--- src/rtl/game_pkg.sv ---
// Shared types and defaults for the game level sequencer: state encoding,
// start keycode and initial lives.
package game_pkg;

    typedef enum logic [3:0] {
        S_IDLE  = 4'd0,
        S_INIT1 = 4'd1,
        S_PLAY1 = 4'd2,
        S_INIT2 = 4'd3,
        S_PLAY2 = 4'd4,
        S_INIT3 = 4'd5,
        S_PLAY3 = 4'd6,
        S_BREAK = 4'd7,
        S_WON   = 4'd8,
        S_LOST  = 4'd9
    } level_state_t;

    localparam logic [7:0] START_KEY_DEFAULT  = 8'h28;
    localparam int         LIVES_INIT_DEFAULT = 3;

endpackage

--- src/rtl/frame_timer.sv ---
// Loadable frame down-counter; done is high while the count sits at zero.
module frame_timer #(
    parameter int W = 8
) (
    input  logic         clk,
    input  logic         rst_n,
    input  logic         load,
    input  logic [W-1:0] load_value,
    output logic         done
);

    logic [W-1:0] count;

    always_ff @(posedge clk or negedge rst_n) begin
        if (!rst_n) begin
            count <= '0;
        end else if (load) begin
            count <= load_value;
        end else if (count != '0) begin
            count <= count - 1'b1;
        end
    end

    assign done = (count == '0);

endmodule

--- src/rtl/level_control.sv ---
// Game level sequencer: start, three levels, lives, win/lose.
// Optional inter-level pause is enabled by defining LEVEL_BREAK_EN.
module level_control
    import game_pkg::*;
#(
    parameter logic [7:0] START_KEY    = START_KEY_DEFAULT,
    parameter int         LIVES_INIT   = LIVES_INIT_DEFAULT,
    parameter int         BREAK_FRAMES = 120
) (
    input  logic       frame_clk,
    input  logic       Reset_n,
    input  logic [7:0] keycode,
    input  logic       is_dead,
    input  logic       is_dead2,
    input  logic       is_dead3,
    input  logic       boss_dead,
    input  logic       player_hit,
    output logic       draw_level1,
    output logic       draw_level2,
    output logic       draw_level3,
    output logic       set_motion_1,
    output logic       set_motion_2,
    output logic       set_motion_3,
    output logic       clear_kills,
    output logic [1:0] level,
    output logic [1:0] lives,
    output logic       game_over,
    output logic       game_won,
    output logic [3:0] fsm_state
);

    if (BREAK_FRAMES < 1 || LIVES_INIT < 1 || LIVES_INIT > 3) begin : g_bad_cfg
        $error("level_control: BREAK_FRAMES must be >= 1 and LIVES_INIT in 1..3");
    end

    level_state_t state, next_state;
    logic [1:0]   guard, next_guard, next_lives;
    logic         armed, clear_now;

`ifdef LEVEL_BREAK_EN
    localparam int BW = $clog2(BREAK_FRAMES + 1);
    logic [1:0] brk_level, next_brk_level;
    logic       break_done;

    frame_timer #(.W(BW)) u_break_timer (
        .clk        (frame_clk),
        .rst_n      (Reset_n),
        .load       (next_state == S_BREAK && state != S_BREAK),
        .load_value (BW'(BREAK_FRAMES - 1)),
        .done       (break_done)
    );
`endif

    assign armed     = (guard == 2'd2);
    assign fsm_state = state;

    always_comb begin
        clear_now = 1'b0;
        case (state)
            S_PLAY1: clear_now = is_dead && is_dead2;
            S_PLAY2: clear_now = is_dead3;
            S_PLAY3: clear_now = boss_dead;
            default: clear_now = 1'b0;
        endcase
    end

    always_comb begin
        next_state = state;
        next_lives = lives;
        next_guard = guard;
`ifdef LEVEL_BREAK_EN
        next_brk_level = brk_level;
`endif
        case (state)
            S_IDLE: if (keycode == START_KEY) begin
                next_state = S_INIT1;
                next_lives = 2'(LIVES_INIT);
            end
            S_INIT1: begin next_state = S_PLAY1; next_guard = 2'd0; end
            S_INIT2: begin next_state = S_PLAY2; next_guard = 2'd0; end
            S_INIT3: begin next_state = S_PLAY3; next_guard = 2'd0; end
            S_PLAY1, S_PLAY2, S_PLAY3: begin
                // Kills and hits are only honoured once the guard has expired;
                // a clear outranks a simultaneous hit.
                if (!armed) begin
                    next_guard = guard + 2'd1;
                end else if (clear_now) begin
                    case (state)
`ifdef LEVEL_BREAK_EN
                        S_PLAY1: begin next_state = S_BREAK; next_brk_level = 2'd2; end
                        S_PLAY2: begin next_state = S_BREAK; next_brk_level = 2'd3; end
`else
                        S_PLAY1: next_state = S_INIT2;
                        S_PLAY2: next_state = S_INIT3;
`endif
                        default: next_state = S_WON;
                    endcase
                end else if (player_hit) begin
                    if (lives > 2'd1) begin
                        next_lives = lives - 2'd1;
                        case (state)
                            S_PLAY1: next_state = S_INIT1;
                            S_PLAY2: next_state = S_INIT2;
                            default: next_state = S_INIT3;
                        endcase
                    end else begin
                        next_lives = 2'd0;
                        next_state = S_LOST;
                    end
                end
            end
`ifdef LEVEL_BREAK_EN
            S_BREAK: if (break_done) begin
                next_state = (brk_level == 2'd2) ? S_INIT2 : S_INIT3;
            end
`endif
            S_WON, S_LOST: if (keycode == START_KEY) next_state = S_IDLE;
            default: next_state = S_IDLE;
        endcase
    end

    // Outputs are decoded from next_state so they line up with the registered state.
    always_ff @(posedge frame_clk or negedge Reset_n) begin
        if (!Reset_n) begin
            state        <= S_IDLE;
            lives        <= 2'd0;
            guard        <= 2'd0;
            draw_level1  <= 1'b0;
            draw_level2  <= 1'b0;
            draw_level3  <= 1'b0;
            set_motion_1 <= 1'b0;
            set_motion_2 <= 1'b0;
            set_motion_3 <= 1'b0;
            clear_kills  <= 1'b0;
            level        <= 2'd0;
            game_over    <= 1'b0;
            game_won     <= 1'b0;
`ifdef LEVEL_BREAK_EN
            brk_level    <= 2'd0;
`endif
        end else begin
            state        <= next_state;
            lives        <= next_lives;
            guard        <= next_guard;
            draw_level1  <= (next_state == S_INIT1) || (next_state == S_PLAY1);
            draw_level2  <= (next_state == S_INIT2) || (next_state == S_PLAY2);
            draw_level3  <= (next_state == S_INIT3) || (next_state == S_PLAY3);
            set_motion_1 <= (next_state == S_INIT1);
            set_motion_2 <= (next_state == S_INIT2);
            set_motion_3 <= (next_state == S_INIT3);
            clear_kills  <= (next_state == S_INIT1) || (next_state == S_INIT2) ||
                            (next_state == S_INIT3);
            game_over    <= (next_state == S_LOST);
            game_won     <= (next_state == S_WON);
            case (next_state)
                S_INIT1, S_PLAY1: level <= 2'd1;
                S_INIT2, S_PLAY2: level <= 2'd2;
                S_INIT3, S_PLAY3: level <= 2'd3;
`ifdef LEVEL_BREAK_EN
                S_BREAK:          level <= next_brk_level;
`endif
                default:          level <= 2'd0;
            endcase
`ifdef LEVEL_BREAK_EN
            brk_level    <= next_brk_level;
`endif
        end
    end

endmodule

--- config.mk ---
export PLATFORM = sky130hd
export DESIGN_NAME = level_control
export DESIGN_NICKNAME = d
export VERILOG_FILES = /design/src/rtl/game_pkg.sv /design/src/rtl/frame_timer.sv /design/src/rtl/level_control.sv
export SDC_FILE = /design/constraint.sdc
export NUM_CORES = 1
export LEC_CHECK = 0
export ABC_AREA = 1
export BUFFER_PORTS_ARGS = -buffer_cell sky130_fd_sc_hd__buf_2
export CAP_MARGIN = 25
export CORE_UTILIZATION = 40
export CTS_BUF_LIST = sky130_fd_sc_hd__clkbuf_8
export DETAILED_ROUTE_END_ITERATION = 8
export PLACE_DENSITY = 0.74
export SLEW_MARGIN = 20
export SYNTH_ARGS = -nofsm -noshare
export SYNTH_HDL_FRONTEND = slang
export SYNTH_HIERARCHICAL = 1
export SYNTH_SLANG_ARGS = --single-unit
--- constraint.sdc ---
create_clock -name frame_clk -period 1.6 [get_ports frame_clk]
set_input_delay 0.24 -clock frame_clk [delete_from_list [all_inputs] [get_ports frame_clk]]
set_output_delay 0.24 -clock frame_clk [all_outputs]
set_load 0.02 [all_outputs]
# Yosys cells after proc, flatten, opt, wreduce, memory -nomap -nowiden
# Index checks and enable logic that the tools add are counted.
# W data, S select, Z words.
# word_totals
output_inout_bits	17
input_bits	15
regBits	19
elab_cells	75
# op_classes
n_eq_ne	23
muxes	19
order_cmp	1
n_addsub	2
reduce_logical	17
# op_table
operator	n
$eq A4 B3 Y1 const B	6
$mux W4	6
$pmux W4 S6	1
$eq A4 B2 Y1 const B	4
$eq A4 B4 Y1 const B	4
$mux W2	6
$ne A2 B2 Y1 const B	5
$eq A4 B1 Y1 const B	2
$eq A8 B6 Y1 const B	1
$pmux W2 S2	2
$pmux W4 S2	1
$reduce_or A2 Y1	4
$pmux W2 S3	1
$pmux W3 S2	1
$reduce_or A3 Y1	2
$logic_or A1 B1 Y1	5
$reduce_and A5 Y1	1
$logic_not A4 Y1	1
$reduce_bool A2 Y1	2
$pmux W1 S3	1
$add A2 B1 Y2 const B	1
$eq A2 B2 Y1 const B	1
$gt A2 B1 Y1 const B	1
$reduce_and A2 Y1	1
2 further kinds	2

# Depth between registers and ports, before layout
# logic_depth
word_depth	10
depth_mapped	13
depth_no_buf	13

# Least setup slack after synthesis
# No wires, ideal clock.
# synth_timing
path_type	register -> register
start	register state[1] (netlist: fsm_state[1])
end	register level[0]
required_time_ns	1.480
t_arrival_ns	1.470
setup_time_ns	0.120
path_buffers	0
setup_slack_ns	0.010
path_stages_with_launch	12
period_less_slack_ns	1.590
path_cell_list	dfrtp_1 inv_2 nor2_2 nand3_2 nand3_2 nand2_2 nand3_1 nand3_2 nand2_4 nand2_1 nand2_1 nor2_1
# synth_between
elab_chain_cells	10
elab_cells_between_ends	31
cone_classes	eq/ne (14); mux (11); reduce/logical (6)
# synth_lines
item	line	source
start: declaration	level_control.sv:36	level_state_t state, next_state;
start signal: assignment	level_control.sv:142	state <= next_state;
$eq A4 B3 Y1 / $eq A4 B2 Y1 (equally long branches)	-	
$pmux W3 S2	level_control.sv:101	case (state)
$mux W4	level_control.sv:99	if (lives > 2'd1) begin
$mux W4	level_control.sv:98	end else if (player_hit) begin
$mux W4	level_control.sv:87	end else if (clear_now) begin
$mux W4	level_control.sv:85	if (!armed) begin
$pmux W4 S6 *	level_control.sv:74	case (state)
net next_state[1]	level_control.sv:36	
$eq A4 B3 Y1 (tied with other cells)	level_control.sv:155	case (next_state)
$reduce_or A2 Y1	level_control.sv:155	
$pmux W2 S3 *	level_control.sv:155	
end signal: assignment	level_control.sv:156	S_INIT1, S_PLAY1: level <= 2'd1;
end signal: assignment	level_control.sv:157	S_INIT2, S_PLAY2: level <= 2'd2;
end signal: assignment	level_control.sv:158	S_INIT3, S_PLAY3: level <= 2'd3;
end: declaration	level_control.sv:25	output logic [1:0] level,
# Mark *: on every way through the listed nets, which the timed path passes. The rest lies on a longest branch.
# A chain may end at the register's enable or synchronous reset.

# Worst setup path after layout
# layout_timing
start	register state[2] (netlist: fsm_state[2])
end	register draw_level1
# layout_between
elab_chain_cells	9
elab_cells_between_ends	24
cone_classes	eq/ne (10); mux (10); reduce/logical (4)
# layout_lines
item	line	source
$eq A4 B3 Y1 / $eq A4 B2 Y1 (equally long branches)	-	
$pmux W3 S2	level_control.sv:101	
$mux W4	level_control.sv:99	
$mux W4	level_control.sv:98	
$mux W4	level_control.sv:87	
$mux W4	level_control.sv:85	
$pmux W4 S6 *	level_control.sv:74	
net next_state[2]	level_control.sv:36	
$eq A4 B1 Y1 / $eq A4 B2 Y1 (equally long branches)	level_control.sv:145	draw_level1 <= (next_state == S_INIT1) || (next_state == S_PLAY1);
$logic_or A1 B1 Y1 *	level_control.sv:145	
end signal: assignment	level_control.sv:145	
end: declaration	level_control.sv:18	output logic draw_level1,
# Marked as above.

==> out/qor.tcl <==
set qor(flow.area_growth_from_synthesis_pct) 48.42
set qor(number_of_levels_the_h_tree_was_split_into) 1
set qor(endpoint_kind) {flop}
set qor(post-route-util_pct) 62.33
set qor(worst-endpoint-required_ns) 1.79
set qor(antenna_cells) 0
set qor(floorplan.initialDensity_pct) 42.00
set qor(detailed_place_hpwl_um) 1867
set qor(clkLatencyLatePin_ns) 0.25
set qor(timing.critical_path.from_type) {flop}
set qor(setup_viol_count_final) 9
set qor(sum_of_overflow_across_all_layers_after_global_routing) 0
set qor(grt_antenna_before_repair) 0
set qor(placement.io_buffers) 31
set qor(crit_path_max_fanout) 6
set qor(met2_wirelength_um) 1359
set qor(synth.most_common_cell) {sky130_fd_sc_hd__nand2_1}
set qor(synth.area.top_cells) {sky130_fd_sc_hd__dfrtp_1 46%, sky130_fd_sc_hd__nand2_1 12%, sky130_fd_sc_hd__inv_1 5.8%}
set qor(finalNetCount) 199
set qor(timing.fmax_ghz) 0.5982
set qor(slew_violations) 0
set qor(synth_enable_flop_cells) 0
set qor(yosys_register_bits) 19
set qor(topRoutingLayerUsed) {met4}
set qor(multi_input_combinational_cell_area_um2) 609.3
set qor(register_clock_pin_slew_on_the_reported_worst_setup_and_hold_paths_ns) 0.06
set qor(fin_worst_skew_ns) 0.002014
set qor(maxCapViolCount) 0
set qor(synth_seq_area_share_pct) 46.12
set qor(count_of_unique_library_cells_instantiated_by_yosys) 21
set qor(dr_wl_met3_um) 139
set qor(fin_crit_sh_pct) 104.5
set qor(post-synth-top-area-fraction_pct) 46.12
set qor(first_pass_iters) 4
set qor(design.die.area_um2) 2785
set qor(async_sr_flop_fraction_pct) 100.0
set qor(grt_pass1_vias) 1026
set qor(post_synth.cell_area_avg_um2) 7.870
set qor(wirelength_met1_um) 1065
set qor(critical_setup_path_class) {reg -> reg}
set qor(tritoncts) {built}
set qor(synth_nets) 147
set qor(hold_violations) 0
set qor(worst-slew-pin-transition_ns) 0.4125
set qor(clk_root_buffer_cell) {sky130_fd_sc_hd__clkbuf_8}
set qor(floorplan.core_area_um2) 2455
set qor(vdd.ir_drop.worst_v) 0.0006276
set qor(last_weighted_congestion_value_of_the_routability_driven_placer) 0.9783
set qor(synth_warnings) 6
set qor(critical_path_arrival_ns) 1.86
set qor(register_area_um2) 480.5
set qor(residual_antenna_violating_net_count_after_detailed_routing) 0
set qor(synthDominantAreaCellType) {sky130_fd_sc_hd__dfrtp_1}
set qor(ios) 32
set qor(finalWorstSetupSlack_ns) -0.07173
set qor(cts_max_path_buffers) 2
set qor(grt_setup_unrepaired) {true}
set qor(placed_cell_area_um2) 1291
set qor(clock_sink_count) 19
set qor(number_of_instances_in_the_synthesized_netlist) 131
set qor(wire_length_of_the_first_global_routing_pass_um) 4105
set qor(vias) 1068
set qor(relSlewSlack_pct) 72.50
set qor(mappedNetlistArea_um2) 1031
set qor(post_drt_wl_per_cell_um) 12.44
set qor(synth-main-ff-cell) {sky130_fd_sc_hd__dfrtp_1}
set qor(cts_inserted_buffers) 3
set qor(post-route-min-period_ns) 1.672
set qor(setup_slack_after_placement_ns) -0.09405
set qor(chipHeight_um) 52.77
set qor(avgViaCountPerCell) 5.038
set qor(final_design_area_no_fill_um2) 1530
set qor(fillerInstances) 218
set qor(power_per_cell_area_nw_per_um2) 579.2
set qor(grt_use_total_pct) 20.43
set qor(routed_wire_length_um) 2638
set qor(drive_above_1_share_pct) 48.90
set qor(floorplan.rows) 18
set qor(maximum_number_of_pins_on_one_net_before_global_route_repair) 20
set qor(violations) {setup timing}
set qor(status) {finished with violations}
set qor(drt_first_iter_violations) 27
set qor(p_leak_nw) 0.8881
set qor(top_cell_types_by_occurrence_after_synthesis) {34 x sky130_fd_sc_hd__nand2_1, 19 x sky130_fd_sc_hd__dfrtp_1, 16 x sky130_fd_sc_hd__inv_1}
set qor(die_w_um) 52.77
set qor(drc_errors) 0
set qor(timing.hold.worst.class) {in -> reg}
## worst max-delay path, cell delays in order (launching register included)
cell and delay (ns):
sky130_fd_sc_hd__dfrtp_2 0.44, sky130_fd_sc_hd__inv_4 0.07, sky130_fd_sc_hd__nor2_4 0.21, sky130_fd_sc_hd__nand2_1 0.11, sky130_fd_sc_hd__nand2_2 0.11, sky130_fd_sc_hd__o21bai_1 0.07
sky130_fd_sc_hd__o21ai_1 0.17, sky130_fd_sc_hd__nand2_2 0.15, sky130_fd_sc_hd__nor2_2 0.15, sky130_fd_sc_hd__nand2_1 0.07, sky130_fd_sc_hd__nand2_1 0.06
## cell usage in the layout (no fill, tap or decap), types with 3 or more instances in the layout
cell,count
sky130_fd_sc_hd__a21oi_1,5
sky130_fd_sc_hd__buf_2,31
sky130_fd_sc_hd__o21ai_0,4
sky130_fd_sc_hd__nand3_2,3
sky130_fd_sc_hd__inv_1,15
sky130_fd_sc_hd__nor2_4,5
sky130_fd_sc_hd__o21ai_1,3
sky130_fd_sc_hd__nor2_1,10
sky130_fd_sc_hd__nand3_4,4
sky130_fd_sc_hd__nand3_1,6
sky130_fd_sc_hd__nand2_1,29
sky130_fd_sc_hd__nand2_2,7
sky130_fd_sc_hd__dfrtp_1,15
sky130_fd_sc_hd__inv_2,3
sky130_fd_sc_hd__nor2_2,3
sky130_fd_sc_hd__dfrtp_2,4
sky130_fd_sc_hd__buf_4,14
sky130_fd_sc_hd__clkbuf_8,3
## final cells by class
cell class,count,area share (%)
timing repair buffer,47,18.40
multi-input combinational,93,39.82
clock inverter,1,0.2453
tap,30,2.453
clock buffer,3,2.698
inverter,19,4.988
sequential,19,31.40
## cell families after synthesis
logic type	Yosys count	synth area share, %
flops	19	46.12
simple gates	72	33.01
buf+inv	19	6.918
compound gates	19	11.65
fa+ha+maj	1	1.213
mux	1	1.092
## state kept, by name, indices dropped and copies added, names as in the netlist
signal,count
clear_kills,1
draw_level1,1
draw_level2,1
draw_level3,1
fsm_state,4
game_over,1
game_won,1
guard,2
level,2
lives,2
set_motion_1,1
set_motion_2,1
set_motion_3,1
## layer usage
metal	vias up	track usage, %
li1	518	-
met1	492	22.69
met2	46	34.18
met3	12	4.058
met4	0	14.91
met5	-	0
## report_power, final
| part | internal (mW) | switching (mW) | leakage [nW] |
|---|---|---|---|
| logic | 0.0302 | 0.0446 | 0.607 |
| clock network | 0.170 | 0.141 | 0.0269 |
| registers | 0.490 | 0.0102 | 0.254 |
| total | 0.690 | 0.196 | 0.888 |
## repair_timing
item | CTS | global route
resized for setup | 13 | 25
pin swaps | 2 | 10
hold endpoints to repair | 19 | 0
setup buffers | 1 | 5
hold buffers | 1 | 0
setup endpoints to repair | 10 | 13
## stage by stage
| step | setup TNS [ns] | instances | hold WS, ns | power, mW |
|---|---|---|---|---|
| final | -0.3938 | 212 | 0.4095 | 0.8864 |
| after global routing | -1.395 | 212 | 0.4568 | 0.9225 |
| after CTS | -0.01297 | 207 | 0.3972 | 0.9035 |
| after detailed placement | -0.4810 | 201 | 0.2015 | 0.5791 |
| after global placement | -0.05264 | 201 | 0.1911 | 0.5766 |
| after floorplan | 0 | 131 | -0.05559 | 0.5370 |
## final timing paths
kind,start,endpoint,slack [ns],cells past startpoint
setup / recovery,fsm_state[2],draw_level1,-0.07,10
hold / removal,keycode[0],lives[1],0.41,6
setup reg to reg,fsm_state[2],draw_level1,-0.07,10
hold reg to reg,lives[0],lives[0],0.53,2
max in group asynchronous,Reset_n,fsm_state[3],0.81,2
min in group asynchronous,Reset_n,guard[0],0.47,2
No activity file was read; power rests on OpenSTA's default activity.
